--- src/rtl/dmem_pkg.sv ---
// Shared encodings and helpers for the two-port data-memory arbiter.
package dmem_pkg;
  localparam logic [1:0] SZ_NONE = 2'b00;
  localparam logic [1:0] SZ_BYTE = 2'b01;
  localparam logic [1:0] SZ_HALF = 2'b10;
  localparam logic [1:0] SZ_WORD = 2'b11;

  typedef logic [1:0] state_t;
  localparam state_t ST_IDLE  = 2'd0;
  localparam state_t ST_ISSUE = 2'd1;
  localparam state_t ST_RESP  = 2'd2;

  // The RAM cannot split an access across two words.
  function automatic logic crosses_word(input logic [1:0] size, input logic [1:0] a);
    return (size == SZ_WORD && a != 2'b00) || (size == SZ_HALF && a == 2'b11);
  endfunction

  function automatic logic illegal_acc(input logic [1:0] size, input logic [1:0] a);
    return (size == SZ_NONE) || crosses_word(size, a);
  endfunction
endpackage

--- src/rtl/dmem_arbiter_if.sv ---
// Requester-side and RAM-side signals of the data-memory arbiter.
interface dmem_arbiter_if #(
  parameter int ADDR_W = 14,
  parameter int DATA_W = 32
);
  logic              req0, req1;
  logic              we0, we1;
  logic [1:0]        size0, size1;
  logic [ADDR_W-1:0] addr0, addr1;
  logic [DATA_W-1:0] wdata0, wdata1;
  logic              gnt0, gnt1;
  logic              rvalid0, rvalid1;
  logic              err0, err1;
  logic [DATA_W-1:0] rdata;
  logic [ADDR_W-1:0] d_addr;
  logic [DATA_W-1:0] dw_data;
  logic [1:0]        dw_size;
  logic [DATA_W-1:0] d_data;

  modport slave (
    input  req0, req1, we0, we1, size0, size1, addr0, addr1, wdata0, wdata1, d_data,
    output gnt0, gnt1, rvalid0, rvalid1, err0, err1, rdata, d_addr, dw_data, dw_size
  );

  modport master (
    output req0, req1, we0, we1, size0, size1, addr0, addr1, wdata0, wdata1, d_data,
    input  gnt0, gnt1, rvalid0, rvalid1, err0, err1, rdata, d_addr, dw_data, dw_size
  );
endinterface

--- src/rtl/dmem_arbiter_rr_arb2.sv ---
// Two-way picker: round-robin, or port 0 wins ties when FIXED_PRIO is set.
module rr_arb2 #(
  parameter int FIXED_PRIO = 0
) (
  input  logic       clk,
  input  logic       resetn,
  input  logic [1:0] i_req,
  input  logic       i_adv,
  output logic       o_any,
  output logic       o_win
);
  logic r_ptr;  // port preferred on a tie
  logic w_win;

  always_comb begin
    w_win = 1'b0;
    case (i_req)
      2'b10:   w_win = 1'b1;
      2'b11:   w_win = (FIXED_PRIO != 0) ? 1'b0 : r_ptr;
      default: w_win = 1'b0;
    endcase
  end

  always_ff @(posedge clk) begin
    if (resetn)                r_ptr <= 1'b0;
    else if (i_adv && o_any)   r_ptr <= ~w_win;
  end

  assign o_any = |i_req;
  assign o_win = w_win;
endmodule

--- src/rtl/dmem_arbiter.sv ---
// Serialises two requesters onto the single RAM data port; one access per two cycles.
module dmem_arbiter
  import dmem_pkg::*;
#(
  parameter int ADDR_W     = 14,
  parameter int DATA_W     = 32,
  parameter int FIXED_PRIO = 0
) (
  input  logic           clk,
  input  logic           resetn,
  dmem_arbiter_if.slave  io_bus
);
  state_t            r_state;
  logic [ADDR_W-1:0] r_d_addr;
  logic [DATA_W-1:0] r_dw_data;
  logic [1:0]        r_dw_size;
  logic              r_port;
  logic              r_ill;
  logic [1:0]        r_gnt;
  logic [1:0]        r_rvalid;
  logic [1:0]        r_err;

  logic              w_can_arb, w_any, w_win, w_we, w_ill;
  logic [1:0]        w_size;
  logic [ADDR_W-1:0] w_addr;
  logic [DATA_W-1:0] w_wdata;

  assign w_can_arb = (r_state == ST_IDLE) || (r_state == ST_RESP);

  rr_arb2 #(.FIXED_PRIO(FIXED_PRIO)) u_arb (
    .clk    (clk),
    .resetn (resetn),
    .i_req  ({io_bus.req1, io_bus.req0}),
    .i_adv  (w_can_arb),
    .o_any  (w_any),
    .o_win  (w_win)
  );

  assign w_we    = w_win ? io_bus.we1    : io_bus.we0;
  assign w_size  = w_win ? io_bus.size1  : io_bus.size0;
  assign w_addr  = w_win ? io_bus.addr1  : io_bus.addr0;
  assign w_wdata = w_win ? io_bus.wdata1 : io_bus.wdata0;
  assign w_ill   = illegal_acc(w_size, w_addr[1:0]);

  always_ff @(posedge clk) begin
    if (resetn) begin
      r_state   <= ST_IDLE;
      r_d_addr  <= '0;
      r_dw_data <= '0;
      r_dw_size <= SZ_NONE;
      r_port    <= 1'b0;
      r_ill     <= 1'b0;
      r_gnt     <= '0;
      r_rvalid  <= '0;
      r_err     <= '0;
    end else begin
      r_gnt    <= '0;
      r_rvalid <= '0;
      r_err    <= '0;
      case (r_state)
        ST_ISSUE: begin
          r_state          <= ST_RESP;
          r_dw_size        <= SZ_NONE;
          r_rvalid[r_port] <= 1'b1;
          r_err[r_port]    <= r_ill;
        end
        default: begin
          if (w_any) begin
            r_state      <= ST_ISSUE;
            r_d_addr     <= w_addr;
            r_dw_data    <= w_wdata;
            r_dw_size    <= (w_we && !w_ill) ? w_size : SZ_NONE;
            r_port       <= w_win;
            r_ill        <= w_ill;
            r_gnt[w_win] <= 1'b1;
          end else begin
            r_state <= ST_IDLE;
          end
        end
      endcase
    end
  end

  assign io_bus.gnt0    = r_gnt[0];
  assign io_bus.gnt1    = r_gnt[1];
  assign io_bus.rvalid0 = r_rvalid[0];
  assign io_bus.rvalid1 = r_rvalid[1];
  assign io_bus.err0    = r_err[0];
  assign io_bus.err1    = r_err[1];
  assign io_bus.rdata   = io_bus.d_data;
  assign io_bus.d_addr  = r_d_addr;
  assign io_bus.dw_data = r_dw_data;
  // Reset masks the write strobe at once so a store caught in ISSUE never reaches the RAM.
  assign io_bus.dw_size = resetn ? SZ_NONE : r_dw_size;
endmodule

--- src/flat_wrapper.sv ---
// flat-port wrapper written by rule: the top's interface ports become plain ports
module dmem_arbiter_flat import dmem_pkg::*;
#(
  parameter int ADDR_W     = 14,
  parameter int DATA_W     = 32,
  parameter int FIXED_PRIO = 0
)
  (clk, resetn, io_bus_req0, io_bus_req1, io_bus_we0, io_bus_we1, io_bus_size0, io_bus_size1, io_bus_addr0, io_bus_addr1, io_bus_wdata0, io_bus_wdata1, io_bus_d_data, io_bus_gnt0, io_bus_gnt1, io_bus_rvalid0, io_bus_rvalid1, io_bus_err0, io_bus_err1, io_bus_rdata, io_bus_d_addr, io_bus_dw_data, io_bus_dw_size);
  dmem_arbiter_if #(.ADDR_W(ADDR_W), .DATA_W(DATA_W)) io_bus_i ();
  input  logic clk;
  input  logic resetn;
  input wire logic [$bits(io_bus_i.req0)-1:0] io_bus_req0;
  input wire logic [$bits(io_bus_i.req1)-1:0] io_bus_req1;
  input wire logic [$bits(io_bus_i.we0)-1:0] io_bus_we0;
  input wire logic [$bits(io_bus_i.we1)-1:0] io_bus_we1;
  input wire logic [$bits(io_bus_i.size0)-1:0] io_bus_size0;
  input wire logic [$bits(io_bus_i.size1)-1:0] io_bus_size1;
  input wire logic [$bits(io_bus_i.addr0)-1:0] io_bus_addr0;
  input wire logic [$bits(io_bus_i.addr1)-1:0] io_bus_addr1;
  input wire logic [$bits(io_bus_i.wdata0)-1:0] io_bus_wdata0;
  input wire logic [$bits(io_bus_i.wdata1)-1:0] io_bus_wdata1;
  input wire logic [$bits(io_bus_i.d_data)-1:0] io_bus_d_data;
  output wire logic [$bits(io_bus_i.gnt0)-1:0] io_bus_gnt0;
  output wire logic [$bits(io_bus_i.gnt1)-1:0] io_bus_gnt1;
  output wire logic [$bits(io_bus_i.rvalid0)-1:0] io_bus_rvalid0;
  output wire logic [$bits(io_bus_i.rvalid1)-1:0] io_bus_rvalid1;
  output wire logic [$bits(io_bus_i.err0)-1:0] io_bus_err0;
  output wire logic [$bits(io_bus_i.err1)-1:0] io_bus_err1;
  output wire logic [$bits(io_bus_i.rdata)-1:0] io_bus_rdata;
  output wire logic [$bits(io_bus_i.d_addr)-1:0] io_bus_d_addr;
  output wire logic [$bits(io_bus_i.dw_data)-1:0] io_bus_dw_data;
  output wire logic [$bits(io_bus_i.dw_size)-1:0] io_bus_dw_size;
  assign io_bus_i.req0 = io_bus_req0;
  assign io_bus_i.req1 = io_bus_req1;
  assign io_bus_i.we0 = io_bus_we0;
  assign io_bus_i.we1 = io_bus_we1;
  assign io_bus_i.size0 = io_bus_size0;
  assign io_bus_i.size1 = io_bus_size1;
  assign io_bus_i.addr0 = io_bus_addr0;
  assign io_bus_i.addr1 = io_bus_addr1;
  assign io_bus_i.wdata0 = io_bus_wdata0;
  assign io_bus_i.wdata1 = io_bus_wdata1;
  assign io_bus_i.d_data = io_bus_d_data;
  assign io_bus_gnt0 = io_bus_i.gnt0;
  assign io_bus_gnt1 = io_bus_i.gnt1;
  assign io_bus_rvalid0 = io_bus_i.rvalid0;
  assign io_bus_rvalid1 = io_bus_i.rvalid1;
  assign io_bus_err0 = io_bus_i.err0;
  assign io_bus_err1 = io_bus_i.err1;
  assign io_bus_rdata = io_bus_i.rdata;
  assign io_bus_d_addr = io_bus_i.d_addr;
  assign io_bus_dw_data = io_bus_i.dw_data;
  assign io_bus_dw_size = io_bus_i.dw_size;
  dmem_arbiter #(.ADDR_W(ADDR_W), .DATA_W(DATA_W), .FIXED_PRIO(FIXED_PRIO)) u_core (.clk(clk), .resetn(resetn), .io_bus(io_bus_i));
endmodule
--- config.mk ---
export PLATFORM = sky130hd
export DESIGN_NAME = dmem_arbiter_flat
export DESIGN_NICKNAME = d
export VERILOG_FILES = /design/src/rtl/dmem_pkg.sv /design/src/rtl/dmem_arbiter_if.sv /design/src/rtl/dmem_arbiter_rr_arb2.sv /design/src/rtl/dmem_arbiter.sv /design/src/flat_wrapper.sv
export SDC_FILE = /design/constraint.sdc
export NUM_CORES = 1
export LEC_CHECK = 0
export CAP_MARGIN = 20
export CORE_ASPECT_RATIO = 0.5
export CORE_MARGIN = 2
export CORE_UTILIZATION = 34
export DETAILED_ROUTE_END_ITERATION = 10
export PLACE_DENSITY = 0.81
export SKIP_CTS_REPAIR_TIMING = 1
export SLEW_MARGIN = 20
export SYNTH_ARGS = -nofsm -noshare
export SYNTH_HDL_FRONTEND = slang
export SYNTH_SLANG_ARGS = --single-unit
--- constraint.sdc ---
create_clock -name clk -period 1.6 [get_ports clk]
set_input_delay 0.4 -clock clk [delete_from_list [all_inputs] [get_ports clk]]
set_output_delay 0.4 -clock clk [all_outputs]
set_load 0.01 [all_outputs]
==> run metrics <==
number of global-route vias before repair 2880; post-synthesis compound-gate area fraction between 10% and 20%; total power 4.54 mW; R2R setup slack between 0.15 and 0.2 ns; Filler cells about 670; largest net degree at the start of global routing 35; Reg area 1180 µm²; Iter 0 DRT Violations between 200 and 250; GRT overflow 0; Largest delay share family, worst path buffers and inverters; Rows 23; Worst Path Buf+Inv 1; I/O Pins between 200 and 250; clock sink total a little under 60; Placed Area between 4000 and 5000 µm²; mux contribution to synthesized area ~1.8%; root buf cell clkbuf_16; Yosys reg bits just under 60; TritonCTS Buffers 9; Synth Area in Adders 0%; Unique masters post-synth 31; global-route wire length before repair about 15000 µm; Initial Utilization between 30% and 40%; Critical R2R Launch u_core.r_state[0]; Final min period approximately 1.6 ns; Skew-Pair Late Insertion Delay between 0.3 and 0.4 ns; most common cell after layout, fill and taps aside clkdlybuf4s50_1; MaxCap Viol Count 0; CP arrival about 1.2 ns; Post-Route WL slightly below 10000 µm; Post-Synth XOR/XNOR Area 0%; post-synthesis simple-gate area fraction approximately a quarter; run status finished clean; core area between 8000 and 9000 µm²; IO buf count 155; final hold vios 0; die area between 9000 and 10000 µm²; CTS max path bufs 2; Crit path largest cell delay ~0.53 ns; YS warnings 0; fin crit share 97.1%; unrepaired setup endpoints after global routing true; DRC errors left 0; kind of critical path reg -> out; Vias/cell just over 5; final non-filler cell area 4790 µm²; multi-input logic area 1310 µm²; Final Setup Violations 0; CP Launch Type flop; hold slack final around 0.46 ns; largest family of logic cells by synthesized area simple AND/OR/NAND/NOR gates; Post-Syn Area between 2000 and 3000 µm²; pwr/cell area around 950 nW/µm²; initial antenna violation count 0; vias approximately 3000; Syn Nets ~490; CTS tree built; Required @ worst endpoint around 1.2 ns; Clock Skew 0.00551 ns; leakage power total between 2 and 3 nW; crit path capture type output port; slew margin rel. roughly 73%; drt wl/cell between 15 and 20 µm; worst ir drop on vdd between 0.0006 and 0.0007 V; Crit Path Max Fanout 1; Syn-to-layout area delta 65.9%; final setup TNS 0 ns; max-slew violation count 0; register area share after synthesis between 40% and 50%; share of cells above drive strength 1 10.5%; Layout Nets between 600 and 700; H-tree lvl count 3; Clock Pin Slew Worst Setup and Hold Paths around 0.050 ns; gp weighted congestion 0.791; worst hold start resetn; worst-margin pin slew 0.405 ns; Critical path origin u_core.r_gnt[0]; post-DP HPWL just under 7000 µm; critical path's slowest cell clkdlybuf4s50_1; worst-path cell chain clkdlybuf4s50_1; highest-count cells in the layout ignoring fill and taps clkdlybuf4s50_1 (101), dfxtp_1 (59), dlymetal6s2s_1 (52); Highest Clock Rate ~640 MHz; die height slightly below 70 µm; Initial DRT Pass Iterations 4; Hold Crit Class in -> reg; die width between 100 and 150 µm; Synth Instances 351; remaining antenna violation count 0; GRT Util Overall approximately a fifth; Avg Cell Area, Syn between 8 and 9 µm²; ant diodes 0
==> layout make-up <==
| cell class | instances | share of cell area (%) |
|---|---|---|
| Timing Repair Buffer | 176 | 39.3 |
| Inverter | 3 | 0.235 |
| Multi-Input combinational cell | 225 | 27.3 |
| Clock buffer | 11 | 5.28 |
| Sequential cell | 59 | 24.7 |
| Clock inverter | 3 | 0.314 |
| Tap cell | 112 | 2.93 |
==> power by group <==
group / leakage [nW] / switching, mW / internal, mW / total, mW
combinational: 1.96 / 0.504 / 0.623 / 1.13
sequential: 0.489 / 0.0636 / 1.62 / 1.68
clock: 0.137 / 0.632 / 1.10 / 1.73
==> path summary, 6_finish.rpt <==
path                            cells past startpoint                        end
worst min register to register                      1         u_core.r_rvalid[0]
worst max-delay path                                1                io_bus_gnt0
worst max register to register                      5  u_core.io_bus.dw_data[15]
worst min-delay path                                4        u_core.r_dw_size[0]
==> stage by stage <==
stage	utilization, %	setup slack [ns]	instances
5_1_grt	59.0	-0.00788	589
6_report	59.0	0.0457	589
4_1_cts	57.0	-0.171	589
2_1_floorplan	-	0.294	351
3_3_place_gp	53.7	-0.260	575
3_5_place_dp	53.7	-0.349	575
==> metal layers <==
layer	vias to the layer above	GRT usage (%)	wire length [µm]
met5	-	0	0
met4	0	10.6	347
met3	38	5.45	552
met2	96	36.5	5040
met1	1375	23.1	3810
li1	1456	-	-
==> cells in the mapped netlist (all sizes together) <==
cell / n / area [µm²]
o21ai: 1 / 5.00
buf: 59 / 400
a311oi: 46 / 422
and2b: 1 / 10.0
nor2: 51 / 201
mux2: 1 / 11.3
inv: 3 / 11.3
o21a: 2 / 15.0
nor3: 3 / 15.0
dfxtp: 59 / 1180
a31o: 1 / 8.76
nand3: 50 / 250
nand2: 50 / 190
nor2b: 3 / 18.8
nand2b: 2 / 15.0
o22ai: 1 / 6.26
o221ai: 2 / 17.5
and2: 2 / 12.5
a211o: 1 / 8.76
o31ai: 2 / 15.0
clkbuf: 5 / 18.8
and3: 2 / 12.5
mux2i: 4 / 40.0
==> flip-flops by register name, indices dropped and copies added (netlist names) <==
| signal | flops |
|---|---|
| u_core.u_arb.r_ptr | 1 |
| u_core.io_bus.d_addr | 14 |
| u_core.r_dw_size | 2 |
| u_core.r_gnt | 2 |
| u_core.io_bus.dw_data | 32 |
| u_core.r_rvalid | 2 |
| u_core.r_err | 2 |
| u_core.r_port | 1 |
| u_core.r_state | 2 |
| u_core.r_ill | 1 |
==> tightest hold or removal path, delay by kind of cell <==
family | cells | cell delay, ns
compound gates | 1 | 0.06
buf+inv | 1 | 0.13
simple gates | 2 | 0.14
==> cells by family (layout without fill, tap and decap cells) <==
family	Yosys count	count (layout)
and+or+nand+nor	164	164
buffers and inverters	67	193
DFF	59	59
AOI/OAI and AO/OA	56	56
muxes	5	5
No activity file was read; power rests on OpenSTA's default activity.
==> RTL edit 1 (same settings) <==
Make the reset (`resetn`) asynchronous in 2 clocked blocks.
--- a/src/rtl/dmem_arbiter_rr_arb2.sv
+++ b/src/rtl/dmem_arbiter_rr_arb2.sv
@@ -21,7 +21,7 @@
     endcase
   end
 
-  always_ff @(posedge clk) begin
+  always_ff @(posedge clk or posedge resetn) begin
     if (resetn)                r_ptr <= 1'b0;
     else if (i_adv && o_any)   r_ptr <= ~w_win;
   end
--- a/src/rtl/dmem_arbiter.sv
+++ b/src/rtl/dmem_arbiter.sv
@@ -42,7 +42,7 @@
   assign w_wdata = w_win ? io_bus.wdata1 : io_bus.wdata0;
   assign w_ill   = illegal_acc(w_size, w_addr[1:0]);
 
-  always_ff @(posedge clk) begin
+  always_ff @(posedge clk or posedge resetn) begin
     if (resetn) begin
       r_state   <= ST_IDLE;
       r_d_addr  <= '0;
Function: differs if resetn is asserted again (counterexample within 4 cycles, from zero or initial values and one cycle with resetn high); with resetn held inactive, the same outputs for 10 cycles.
==> RTL edit 1 against the unedited design <==
First-iteration DRC count is 44% lower; cell area is 6.5% higher; core utilization hardly changed; area after synthesis is 4.1% higher; count of clock-buffer cells in the layout grew 2; wire length down 12%; synthesized cell count fell by 16%; critical path depth is 5 higher; worst setup slack lost 0.022 ns; sequential cell count stayed put.
Power is not compared: it rests on default switching activity, and its combinational part moved more than twofold at a synthesized area within 25%.
==> RTL edit 1: results (changes against the unedited design) <==
| Metric | Value |
|---|---|
| Placer Congestion | `0.847 (+7.1%)` |
| Post-route insts no fill | `562 (-4.6%)` |
| CP max-delay cell | `clkdlybuf4s50_1` |
| First-pass DRT Iterations | `4 (unchanged)` |
| Ratio of cells with drive above 1 in the final layout | `11.7% (+1.2 points)` |
| Crit-path max FO | `12 (+11)` |
| Vias per std cell | `4.54 (-9.7%)` |
| Warning count from the yosys run | `0 (unchanged)` |
| Vias in the first global route | `2658 (-7.7%)` |
| # fillers | `710 (+6.4%)` |
| Crit path largest cell delay | `0.51 ns (-0.02 ns)` |
| Outcome | `finished, final reports clean` |
| Syn nets | `428 (-12%)` |
| Synth area leaders | `dfrtp_1, mux2i_1, buf_4, nand2_1, o21ai_1` |
| Post-DP HPWL | `6180 um (-11%)` |
| VDD IR max | `797 uV` |
| Antenna violations before repair | `0 (unchanged)` |
| IO buf count | `155 (unchanged)` |
| Worst path top cell family by delay | `buffers and inverters` |
| Global-route wire length before repair | `12900 um (-14%)` |
| Post-synth ARST share | `100% (+100 points)` |
| Leakage | `2.89 nW` |
| Sequential fraction of the synthesis area | `49.1% (+8.2 points)` |
| Layout Skew | `0.00475 ns (-0.000766 ns)` |
| Max FFs per register | `32 (unchanged)` |
| Mean Syn Cell Area | `10.2 um2 (+24%)` |
| Number of cells on the worst hold path | `2 (-2)` |
| Final nets | `575 (-5.4%)` |
| FF-to-FF path depth | `5 (unchanged)` |
| Initial DRC count | `118 (-44%)` |
| Post-detailed-route wirelength per cell | `15.2 um (-8.1%)` |
| Synth unique cells | `34 (+9.7%)` |
| Dpl cells | `543 (-5.6%)` |
| CTS clock-pin slew for the worst setup and hold paths | `0.05 ns (about the same)` |
| Clock root buffer | `clkbuf_16` |
| Largest net degree at the start of global routing | `46 (+31%)` |
| Max clock buf depth | `2 (unchanged)` |
| Total GRT Usage | `17.3% (-3.4 points)` |
| Critical Path AT | `1.77 ns (+0.62 ns)` |
| Hold crit path type | `reg2reg` |
| Commonest cells in the netlist | `dfrtp_1, nand2_1, mux2i_1, buf_4, o21ai_1` |
| TritonCTS buffer count | `9 (unchanged)` |
| Actual slew at the worst max-slew pin | `0.393 ns (-0.0126 ns)` |
## RTL edit 1: cell count changes after synthesis, sizes merged, moves of 42 or more
cell / before / now
dfrtp: 0 / 59
dfxtp: 59 / 0
o21ai: 1 / 51
nand3: 50 / 2
a311oi: 46 / 1
nor2: 51 / 6
mux2i: 4 / 46
## RTL edit 1: worst paths after layout
kind / start / end / slack [ns]
max: io_bus_req0 / u_core.io_bus.dw_data[21] / 0.02
min: u_core.io_bus.dw_data[3] / u_core.io_bus.dw_data[3] / 0.47
max reg2reg: u_core.u_arb.r_ptr / u_core.io_bus.dw_data[21] / 0.13
min reg2reg: u_core.io_bus.dw_data[3] / u_core.io_bus.dw_data[3] / 0.47
max in group asynchronous: resetn / u_core.io_bus.d_addr[12] / 0.74
min in group asynchronous: resetn / u_core.io_bus.d_addr[6] / 0.63
## RTL edit 1: final cells by class
cell class                      instances  area share [%]
Timing Repair Buffer                  184            39.4
Multi-Input combinational cell        180            22.7
Clock buffer                           13            5.30
Inverter                                7           0.589
Clock inverter                          2           0.196
Sequential cell                        59            29.0
Tap cell                              117            2.87
## RTL edit 1: logic make-up after synthesis
group	share of synthesized area [%]
simple gates	10.5
compound gates	11.5
flops	49.1
buf+inv	13.6
mux	15.3
## RTL edit 1: tightest hold or removal path, delay by kind of cell, from the launching register on
kind,cells,cell delay (ns)
DFF,1,0.34
AOI/OAI and AO/OA,1,0.05
and+or+nand+nor,1,0.04
## RTL edit 1: per-layer routing
layer / vias to the layer above / GRT usage [%] / part of all wire, %
met1: 1206 / 19.1 / 40
met4: 0 / 6.41 / 2.1
li1: 1262 / - / -
met3: 28 / 3.99 / 4.6
met5: - / 0 / 0
met2: 58 / 32.3 / 54
## RTL edit 1: metrics by stage
stage / area [um2] / utilization, % / worst slack (ns) / TNS (ns)
5_1_grt: 5100 / 59.0 / -0.0231 / -0.0520
3_3_place_gp: 4610 / 53.3 / -0.322 / -13.89
4_1_cts: 4890 / 56.5 / -0.315 / -1.90
3_5_place_dp: 4610 / 53.3 / -0.342 / -15.95
2_1_floorplan: 3010 / - / 0.279 / 0
6_report: 5100 / 59.0 / 0.0240 / 0
## RTL edit 1: report_power, final
group	internal [W]	leakage [nW]	total (W)	switching (W)
Combinational	0.00185	2.02	0.00345	0.00160
Clock	0.00116	0.141	0.00179	0.000629
Sequential	0.00216	0.725	0.00249	0.000327
==> RTL edit 2 (config.mk and constraints unchanged) <==
Made on the original files. `ADDR_W` is set to 14 in 3 places; all go to 15.
--- a/src/rtl/dmem_arbiter_if.sv
+++ b/src/rtl/dmem_arbiter_if.sv
@@ -1,6 +1,6 @@
 // Requester-side and RAM-side signals of the data-memory arbiter.
 interface dmem_arbiter_if #(
-  parameter int ADDR_W = 14,
+  parameter int ADDR_W = 15,
   parameter int DATA_W = 32
 );
   logic              req0, req1;
--- a/src/rtl/dmem_arbiter.sv
+++ b/src/rtl/dmem_arbiter.sv
@@ -2,7 +2,7 @@
 module dmem_arbiter
   import dmem_pkg::*;
 #(
-  parameter int ADDR_W     = 14,
+  parameter int ADDR_W     = 15,
   parameter int DATA_W     = 32,
   parameter int FIXED_PRIO = 0
 ) (
--- a/src/flat_wrapper.sv
+++ b/src/flat_wrapper.sv
@@ -1,7 +1,7 @@
 // flat-port wrapper written by rule: the top's interface ports become plain ports
 module dmem_arbiter_flat import dmem_pkg::*;
 #(
-  parameter int ADDR_W     = 14,
+  parameter int ADDR_W     = 15,
   parameter int DATA_W     = 32,
   parameter int FIXED_PRIO = 0
 )
Ports: changed (resized io_bus_addr0, io_bus_addr1 and io_bus_d_addr); port bits go from 220 to 223. No check against the original RTL was run, so the function may have changed too.
==> RTL edit 2 against the unedited design <==
Synthesized cell count is 1.4% higher; worst setup slack got worse by 0.0085 ns; area after synthesis rose by 10%; highest routed layer unchanged; cell area is 8.0% higher; sequential cell count rose by 1; wire length grew 1.5%; total power increased by 6.3%.
==> RTL edit 2: results (changes against the unedited design) <==
| Metric | Value |
|---|---|
| Outcome | `finished, final reports clean` |
| Met1 WL | `3980 um (+4.6%)` |
| Leakage | `2.69 nW (+4.1%)` |
| Hold crit path type | `reg2reg` |
| Plain + repair buffers | `188 (+6.8%)` |
| Total GRT Usage | `18.7% (-2.0 points)` |
| Ratio of cells with drive above 1 in the final layout | `19.2% (+8.7 points)` |
| Final nets | `627 (+3.1%)` |
| Switching share of power | `26.6% (+0.16 points)` |
| Vias per std cell | `5.00 (-0.67%)` |
| Chip Width | `141 um (+4.9%)` |
| Post-DP HPWL | `7150 um (+3.0%)` |
| GR Util met2 | `33.2% (-3.3 points)` |
| Clk pwr share | `38.3% (about the same)` |
| Met2 wire length | `5210 um (+3.3%)` |
| Commonest cells in the netlist | `dfxtp_1, nand3_1, nand2_1, nor2_1, buf_4` |
| Mapped Cells | `356 (+1.4%)` |
| # clk buffers | `14 (+3)` |
| Comb pwr share | `26.3% (+1.5 points)` |
| IO buf count | `158 (+1.9%)` |
| Slew margin rel. | `68.8% (-4.2 points)` |
| Global-route wire length before repair | `14900 um (-1.2%)` |
| # fillers | `788 (+18%)` |
| Synth area leaders | `dfxtp_1, a311oi_2, buf_4, nand3_1, nand2_1` |
| Placed cell area | `0.00474 mm2 (+8.8%)` |
| GR Util met1 | `21.6% (-1.4 points)` |
| Placer Congestion | `0.785 (-0.82%)` |
| Layout Skew | `0.00604 ns (+0.000523 ns)` |
| Signal buf overhead | `38.1% (-1.2 points)` |
| Post-detailed-route wirelength per cell | `16.2 um (-2.3%)` |
| Clock-cell share of area | `5.59% (about the same)` |
| Multi-input gates | `229 (+1.8%)` |
| FF/Latch Area | `0.00120 mm2 (+1.7%)` |
| Met3 WL | `537 um (-2.7%)` |
| Syn nets | `492 (+1.4%)` |
| Synth Register Bits | `60 (+1.7%)` |
==> RTL edit 2: worst paths after layout <==
path                                         from                      end  slack (ns)  cells past startpoint
worst max-delay path              u_core.r_err[1]              io_bus_err1        0.04                      1
worst min-delay path                u_core.r_port       u_core.r_rvalid[0]        0.47                      1
worst max register to register  u_core.r_state[0]  u_core.io_bus.d_addr[9]        0.20                      5
worst min register to register      u_core.r_port       u_core.r_rvalid[0]        0.47                      1
==> RTL edit 2: per-stage QoR <==
| step | power [W] | worst slack [ns] | std cells |
|---|---|---|---|
| after floorplan | 0.00245 | 0.254 | 356 |
| after global placement | 0.00302 | -0.220 | 597 |
| after detailed placement | 0.00305 | -0.290 | 597 |
| after CTS | 0.00491 | -0.171 | 612 |
| after global routing | 0.00504 | -0.00651 | 612 |
| final | 0.00483 | 0.0372 | 612 |
==> RTL edit 2: cell families after synthesis <==
logic type	share of synthesized area, %
mux	1.73
buf+inv	13.8
simple gates	23.3
flops	37.7
compound gates	23.5
